## config.mk

```make
export PLATFORM = sky130hd
export DESIGN_NAME = keypad_scanner
export DESIGN_NICKNAME = d
export VERILOG_FILES = /design/src/rtl/keypad_scanner.sv
export SDC_FILE = /design/constraint.sdc
export NUM_CORES = 1
export LEC_CHECK = 0
export CAP_MARGIN = 20
export CORE_UTILIZATION = 45
export CTS_CLUSTER_SIZE = 25
export DETAILED_ROUTE_END_ITERATION = 8
export HOLD_SLACK_MARGIN = 0.06
export SETUP_SLACK_MARGIN = 0.2
export SYNTH_ARGS = -nofsm -noshare
export SYNTH_HDL_FRONTEND = slang
export SYNTH_SLANG_ARGS = --single-unit
```

## constraint.sdc

```tcl
create_clock -name clk -period 4.8 [get_ports clk]
set_clock_uncertainty 0.15 [all_clocks]
set_input_delay 0.96 -clock clk [delete_from_list [all_inputs] [get_ports clk]]
set_output_delay 0.96 -clock clk [all_outputs]
set_load 0.05 [all_outputs]
```

## src/rtl/keypad_scanner.sv

```systemverilog
// keypad_scanner: scans a 4x4 keypad column by column, debounces whole frames and strobes each accepted press.
module keypad_scanner #(
  parameter int SCAN_DIV = 1000,
  parameter int DEBOUNCE = 4
) (
  input  logic       clk,
  input  logic       rst,
  input  logic [3:0] row_in,
  output logic [3:0] col_out,
  output logic [7:0] keycode,
  output logic [7:0] keycode_previous,
  output logic       strobe,
  output logic       key_held
);
  localparam int SW = $clog2(SCAN_DIV);
  localparam int DW = $clog2(DEBOUNCE + 1);
  typedef enum logic {IDLE, HELD} state_t;
  state_t state, state_nx;
  logic [3:0] sync1, sync2;
  logic [SW-1:0] slot;
  logic [7:0] acc_code, frame_code, cand, cand_nx;
  logic acc_multi, frame_multi, sample, frame_end, hit, accept, release_key;
  logic [DW-1:0] stable, stable_nx;
  assign sample = slot == SW'(SCAN_DIV - 1);
  assign frame_end = sample && col_out[3];
  // Running frame result including the column being sampled right now.
  assign frame_multi = acc_multi || (|sync2 && (|acc_code || !$onehot(sync2)));
  assign frame_code = frame_multi ? 8'h00 : |acc_code ? acc_code : |sync2 ? {sync2, col_out} : 8'h00;
  assign cand_nx = frame_multi ? cand : frame_code;
  assign stable_nx = frame_multi ? '0
                   : frame_code != cand ? DW'(1)
                   : stable == DW'(DEBOUNCE) ? stable : stable + DW'(1);
  assign hit = frame_end && stable_nx == DW'(DEBOUNCE);
  always_ff @(posedge clk or posedge rst) begin
    if (rst) begin
      sync1 <= '0;
      sync2 <= '0;
      slot <= '0;
      col_out <= 4'b0001;
      acc_code <= '0;
      acc_multi <= 1'b0;
      cand <= '0;
      stable <= '0;
    end else begin
      sync1 <= row_in;
      sync2 <= sync1;
      slot <= sample ? '0 : slot + SW'(1);
      if (sample) col_out <= {col_out[2:0], col_out[3]};
      if (sample) acc_code <= frame_end ? 8'h00 : frame_code;
      if (sample) acc_multi <= frame_end ? 1'b0 : frame_multi;
      if (frame_end) cand <= cand_nx;
      if (frame_end) stable <= stable_nx;
    end
  end
  // A release is only ever accepted from HELD; roll-over to a new code counts as a press.
  always_comb begin
    accept = hit && |cand_nx && (state == IDLE || cand_nx != keycode);
    release_key = hit && state == HELD && cand_nx == 8'h00;
  end
  always_comb state_nx = accept ? HELD : release_key ? IDLE : state;
  always_ff @(posedge clk or posedge rst) begin
    if (rst) begin
      state <= IDLE;
      strobe <= 1'b0;
      keycode <= '0;
      keycode_previous <= '0;
      key_held <= 1'b0;
    end else begin
      state <= state_nx;
      strobe <= accept;
      if (accept) keycode_previous <= keycode;
      if (accept) keycode <= cand_nx;
      if (accept || release_key) key_held <= accept;
    end
  end
endmodule

```

Word level (Yosys, flattened, before mapping)
Index checks and enable logic that the tools add are counted.
{"block": "word_totals", "regBits": 61, "input_bits": 6}
{"block": "classes", "n_addsub": 5, "eq_ne": 6, "mux": 12, "bitwise": 1, "reduce_logical": 17}
{"cell": "$mux W8", "count": 5}
{"cell": "$ne A8 B8 Y1", "count": 2}
{"cell": "$reduce_or A8 Y1", "count": 2}
{"cell": "$add A10 B1 Y10 const B", "count": 1}
{"cell": "$eq A10 B10 Y1 const B", "count": 1}
{"cell": "$mux W10", "count": 1}
{"cell": "$mux W3", "count": 3}
{"cell": "$logic_not A8 Y1", "count": 1}
{"cell": "$logic_and A1 B1 Y1", "count": 7}
{"cell": "$eq A3 B3 Y1 const B", "count": 2}
{"cell": "$add A1 B1 Y2", "count": 2}
{"cell": "$logic_or A1 B1 Y1", "count": 4}
{"cell": "$reduce_or A4 Y1", "count": 1}
{"cell": "$add A2 B2 Y3", "count": 1}
{"cell": "$add A3 B1 Y3 const B", "count": 1}
{"cell": "$eq A3 B1 Y1 const B", "count": 1}
{"cell": "$mux W1", "count": 3}
{"cell": "$reduce_bool A2 Y1", "count": 1}
{"cell": "$logic_not A1 Y1", "count": 1}
{"cell": "$not A1 Y1", "count": 1}

Depth between registers and ports, before layout
{"block": "depth", "depth_word": 17, "mapped_depth": 16, "ltp_nobuf": 13}

Worst setup path after synthesis
No wires, ideal clock.
{"block": "synth_timing", "kind": "reg-to-reg", "startpoint": "register sync2[1]", "endpoint": "register keycode_previous[1]", "setup_ps": 125, "t_arrival_ps": 3912, "slack_ps": 613, "path_stages_with_launch": 15, "synth_period_minus_slack_ps": 4187, "path_cell_list": "dfrtp_1 > inv_1 > fa_1 > inv_1 > ha_1 > ha_1 > or4b_2 > nor4_1 > o21bai_1 > o21ai_0 > o221ai_1 > or3_1 > o311ai_4 > buf_6 > mux2_4"}
{"block": "synth_between", "elab_chain_len": 15}
{"element": "from (decl)", "line": "19", "rtl": "logic [3:0] sync1, sync2;"}
{"element": "from (signal assigned)", "line": "46", "rtl": "sync2 <= sync1;"}
{"element": "$add A1 B1 Y2 (implied by the code)", "line": "27", "rtl": "assign frame_multi = acc_multi || (|sync2 && (|acc_code || !$onehot(sync2)));"}
{"element": "$add A2 B2 Y3 (implied by the code)", "line": "27"}
{"element": "$eq A3 B1 Y1", "line": "27"}
{"element": "$logic_not A1 Y1", "line": "27"}
{"element": "$logic_or A1 B1 Y1", "line": "27"}
{"element": "$logic_and A1 B1 Y1", "line": "27"}
{"element": "$logic_or A1 B1 Y1", "line": "27"}
{"element": "$mux W8", "line": "28", "rtl": "assign frame_code = frame_multi ? 8'h00 : |acc_code ? acc_code : |sync2 ? {sync2, col_out} : 8'h00;"}
{"element": "$ne A8 B8 Y1", "line": "31", "rtl": ": frame_code != cand ? DW'(1)"}
{"element": "$mux W3", "line": "31"}
{"element": "$mux W3", "line": "30", "rtl": "assign stable_nx = frame_multi ? '0"}
{"element": "$eq A3 B3 Y1", "line": "33", "rtl": "assign hit = frame_end && stable_nx == DW'(DEBOUNCE);"}
{"element": "$logic_and A1 B1 Y1", "line": "33"}
{"element": "$logic_and A1 B1 Y1", "line": "57", "rtl": "accept = hit && |cand_nx && (state == IDLE || cand_nx != keycode);"}
{"element": "$logic_and A1 B1 Y1 *", "line": "57"}
{"element": "to (signal assigned)", "line": "71", "rtl": "if (accept) keycode_previous <= keycode;"}
{"element": "to (decl)", "line": "11", "rtl": "output logic [7:0] keycode_previous,"}
Every way passes the cells marked *; elsewhere a longest branch is shown, timed or not.
A chain may end at the register's enable or synchronous reset.

Worst setup path in the final report
{"block": "layout_timing", "startpoint": "register sync2[1]", "endpoint": "register keycode_previous[6]"}
The elaborated chain is that of the path after synthesis.

==> results by stage <==
GRT:
- The first global-routing pass estimated 11990 um of wire.
- The residual overflow from global routing is 0.
- The number of antenna violations at the first check in global routing was 0.
- Entering global routing, the biggest net connects 37 pins.
- The via count of the first global-routing pass is 2297.
- In the global route stage, overall resource usage came out at 0.2137.

Yosys:
- Counting flops and latches in the post-synthesis netlist gives 60.
- By area, the combinational part of the netlist is dominated by simple AND/OR/NAND/NOR gates.
- The post-synthesis compound-gate area fraction is 0.1695.
- The number of nets in the synthesized netlist is 321.
- The netlist area before placement is 3197 um2.
- For this run, the number of Yosys warnings is 0.
- The share of synthesized flip-flops with an asynchronous set or reset is 1.000.
- The share of synthesized area occupied by flip-flops and latches is 0.4701.
- The number of standard cells after synthesis is 308.
- Of the post-synthesis cell area, the part taken by muxes is 0.06380.
- The number of different library cells used by synthesis comes to 58.
- Of the total synthesized cell area, the portion taken by full adders, half adders and majority gates is 0.02975.
- Of the total synthesized cell area, the portion taken by XOR and XNOR cells is 0.04384.
- The leading register cell type out of synthesis is sky130_fd_sc_hd__dfrtp_1.
- In this run, synthesis inferred 0 flip-flops with an integrated enable.
- The area share of and/or/nand/nor cells after synthesis is 0.1800.
- Dividing the synthesized area by the synthesized cell count gives 10.38 um2.

Cells and area:
- The post-route non-filler standard cell count is 443.
- The repair_antennas step left the layout with diodes totalling 0.
- In the final design database the tool counted 356 nets.
- Once layout is done, the placed cells without fillers occupy 3834 um2.
- The final core utilization is 0.5612.
- The filler cell count is 637.
- The layout overhead on the synthesized area is 19.92%.
- Of the cells placed in the final design, the portion with a size suffix greater than 1 is 0.1527.

STA:
- The number of max-slew violations in the final report is 0.
- After layout, the minimum clock period comes to 4.370 ns.
- The final worst-path cycle share is 0.9104.
- Static timing analysis puts the maximum clock frequency at 228.8 MHz.
- Setup repair after global routing left no endpoint under its margin.
- For the pin with the worst max-slew slack, the measured transition is 0.7501 ns.
- The setup violation total in the final timing report is 0.
- The setup slack of the critical path after layout is 0.4302 ns.
- The total negative slack for setup checks is 0 ns.
- The hold violation total from the final report is 0.
- Measured against its own limit, the worst slew margin works out to 0.4929.

Route:
- The residual DRC count is 0.
- In this run the remaining antenna-violating nets after routing total 0.
- The routed wire length is 7137 um.
- The detailed-routing iteration count for the pre-antenna-repair pass is 4.
- For this block, the via count after detailed routing is 2452.
- The per-cell routed wire length is 16.11 um.
- The violation count after the first detailed-routing iteration is 120.
- In the routed layout, each cell is associated on average with a via count of 5.535.

Power:
- The worst-case IR drop observed on VDD is 162.6 uV.
- The internal power of the cells totals 904.3 uW.
- The net switching share of the total power is 0.2376.
- Summed over all cells, the static leakage comes to 1.678 nW.
- Dividing total power by cell area gives a power density of 309.4 nW/um2.
- The portion of total power attributed to the clock network is 0.466.
- The share of total power dissipated in sequential elements is 0.431.
- The part of the total power dissipated in combinational logic is 0.103.
- The net switching component of the power is 281.8 uW.

Clocking:
- The maximum number of buffers from clock root to sink is 2.
- The number of buffers inserted by hold repair at cts is 0.
- The clock transition at the registers of the reported paths is 0.07 ns.
- Clock tree synthesis inserted a total of 9 buffers.
- The source-to-sink clock delay at the later pin of the worst-skew pair is 0.34 ns.
- TritonCTS built the clock tree.
- The clock tree synthesis step divided the H-tree into 3 levels.
- For this design, the sink count on the clock tree is 60.
- The clock tree root driver cell is sky130_fd_sc_hd__clkbuf_8.

Worst setup path:
- The kind of critical path is flop to flop.
- STA classifies the critical path endpoint as a flop.
- The endpoint arrival time on the critical path is 4.45 ns.
- The slowest stage of the critical path belongs to the cell sky130_fd_sc_hd__or4b_2.
- On the worst path, the slowest cell contributes a delay of 0.69 ns.
- Data on the critical path is required at its endpoint by 4.88 ns.
- The kind of launch point of the worst setup path is a flop.
- The largest driver fanout on the critical path is 7.
- Traced cell by cell, the critical path runs through inv_1, fa_1, inv_1, ha_1, ha_1, or4b_2, nor4_1, o21bai_1, o21ai_1, o221ai_1, or3_1, o311ai_4, buf_4, mux2_2.

Placement:
- The HPWL after detailed placement is 5116 um.
- The number of placed instances, taps included, is 428.
- The pre-CTS setup slack is 0.3764 ns.
- At the end of routability-driven placement, the weighted congestion stood at 0.8517.
- The count of input and output buffers is 27.
- The placed instances occupy a cell area of 3592 um2.

Run status:
- The flow ran to the end, and the final reports show no timing, DRC or antenna violations.

Floorplanning:
- The die is 86.29 um tall.
- The total area inside the core boundary comes to 6832 um2.
- Measured along the x axis, the die boundary spans 86.29 um.
- The boundary pin count is 28.
- The initialized floorplan defines 30 standard-cell rows.
- The overall die area is 7445 um2.
- For this configuration, the core starts out at a cell density of 0.4679.

Flow run:
- Max-cap violations in this run came to 0.

Hold path:
- The class of the tightest hold or removal check is flop to flop.
-- repair_timing --
item / CTS / global route
buffers inserted: 0 / 0
endpoints found under the setup margin: 0 / 6
gates resized for setup: 0 / 2
-- worst paths after layout --
check	cells after the start	end	startpoint	slack [ns]
max in group asynchronous	3	keycode[2]	rst	2.77
hold reg to reg	0	sync2[0]	sync1[0]	0.21
setup reg to reg	14	keycode_previous[6]	sync2[1]	0.43
min in group asynchronous	2	stable[2]	rst	0.91
hold / removal	0	sync2[0]	sync1[0]	0.21
setup / recovery	14	keycode_previous[6]	sync2[1]	0.43
-- layer usage --
metal	up-vias	track usage	share of wire
li1	1193	-	-
met5	-	0	0
met4	0	0.05000	0.011
met2	41	0.3030	0.45
met1	1211	0.3123	0.51
met3	7	0.07429	0.034
-- cell usage after synthesis (all sizes together), types with 6 or more instances --
master	count	area (um2)
o21ai	13	65.06
inv	18	67.56
ha	6	75.07
xor2	8	70.07
dfrtp	59	1476
a21oi	20	100.1
clkbuf	7	26.28
nor4b	6	67.56
o31ai	7	52.55
a41oi	8	92.59
xnor2	8	70.07
mux2	12	153.9
nand2	30	112.6
buf	6	43.79
nor2	19	71.32
nand3	10	50.05
-- state kept, by name, indices dropped and copies added, names as in the netlist --
register,count
slot,10
acc_code,8
keycode,8
keycode_previous,8
stable,3
cand,8
key_held,1
sync1,4
strobe,1
col_out,4
sync2,4
acc_multi,1
-- power groups by stage --
stage,clock network [mW],registers [mW],logic [mW]
6_report,0.553,0.512,0.122
5_1_grt,0.597,0.511,0.135
4_1_cts,0.569,0.511,0.122
3_5_place_dp,0,0.521,0.120
3_3_place_gp,0,0.521,0.121
2_1_floorplan,0,0.520,0.0899
-- cell families (layout without fill, tap and decap cells) --
family	Yosys count	in the layout
adders and majority gates	7	7
AOI/OAI and AO/OA	74	74
DFF	60	60
muxes	17	17
xor gates and xnor gates	16	16
and+or+nand+nor	103	103
buffers and inverters	31	70
-- critical path: cells and delay by family (launching register included) --
family,cells,cell delay (ns)
DFF,1,0.39
AOI/OAI and AO/OA,4,0.76
adders and majority gates,3,0.97
buffers and inverters,3,0.36
and+or+nand+nor,3,1.30
muxes,1,0.34
-- cells in the final DEF (no fill, tap or decap), types with 9 or more instances in the layout --
cell	Yosys	layout
sky130_fd_sc_hd__buf_4	3	9
sky130_fd_sc_hd__clkbuf_8	0	10
sky130_fd_sc_hd__a21oi_1	20	20
sky130_fd_sc_hd__inv_1	18	17
sky130_fd_sc_hd__o21ai_0	12	11
sky130_fd_sc_hd__nand2_1	30	30
sky130_fd_sc_hd__nand3_1	10	10
sky130_fd_sc_hd__dfrtp_1	59	59
sky130_fd_sc_hd__nor2_1	19	19
sky130_fd_sc_hd__clkdlybuf4s50_1	0	27
-- metrics by stage --
| stage | total power [mW] | hold slack (ns) |
|---|---|---|
| after floorplan | 0.6099 | 0.1812 |
| after global placement | 0.6414 | 0.1949 |
| after detailed placement | 0.6414 | 0.1894 |
| after CTS | 1.202 | 0.2114 |
| after global routing | 1.243 | 0.2141 |
| final | 1.186 | 0.2072 |
-- final cells by class --
| cell class | count | area (um2) | share of cell area |
|---|---|---|---|
| Sequential cell | 60 | 1503 | 0.3920 |
| Clock buffer | 10 | 137.6 | 0.03590 |
| Timing Repair Buffer | 37 | 349.1 | 0.09106 |
| Inverter | 18 | 67.56 | 0.01762 |
| Multi-Input combinational cell | 217 | 1556 | 0.4060 |
| Tap cell | 96 | 120.1 | 0.03133 |
| Clock inverter | 5 | 100.1 | 0.02611 |
Power figures use the tool's default switching activity.
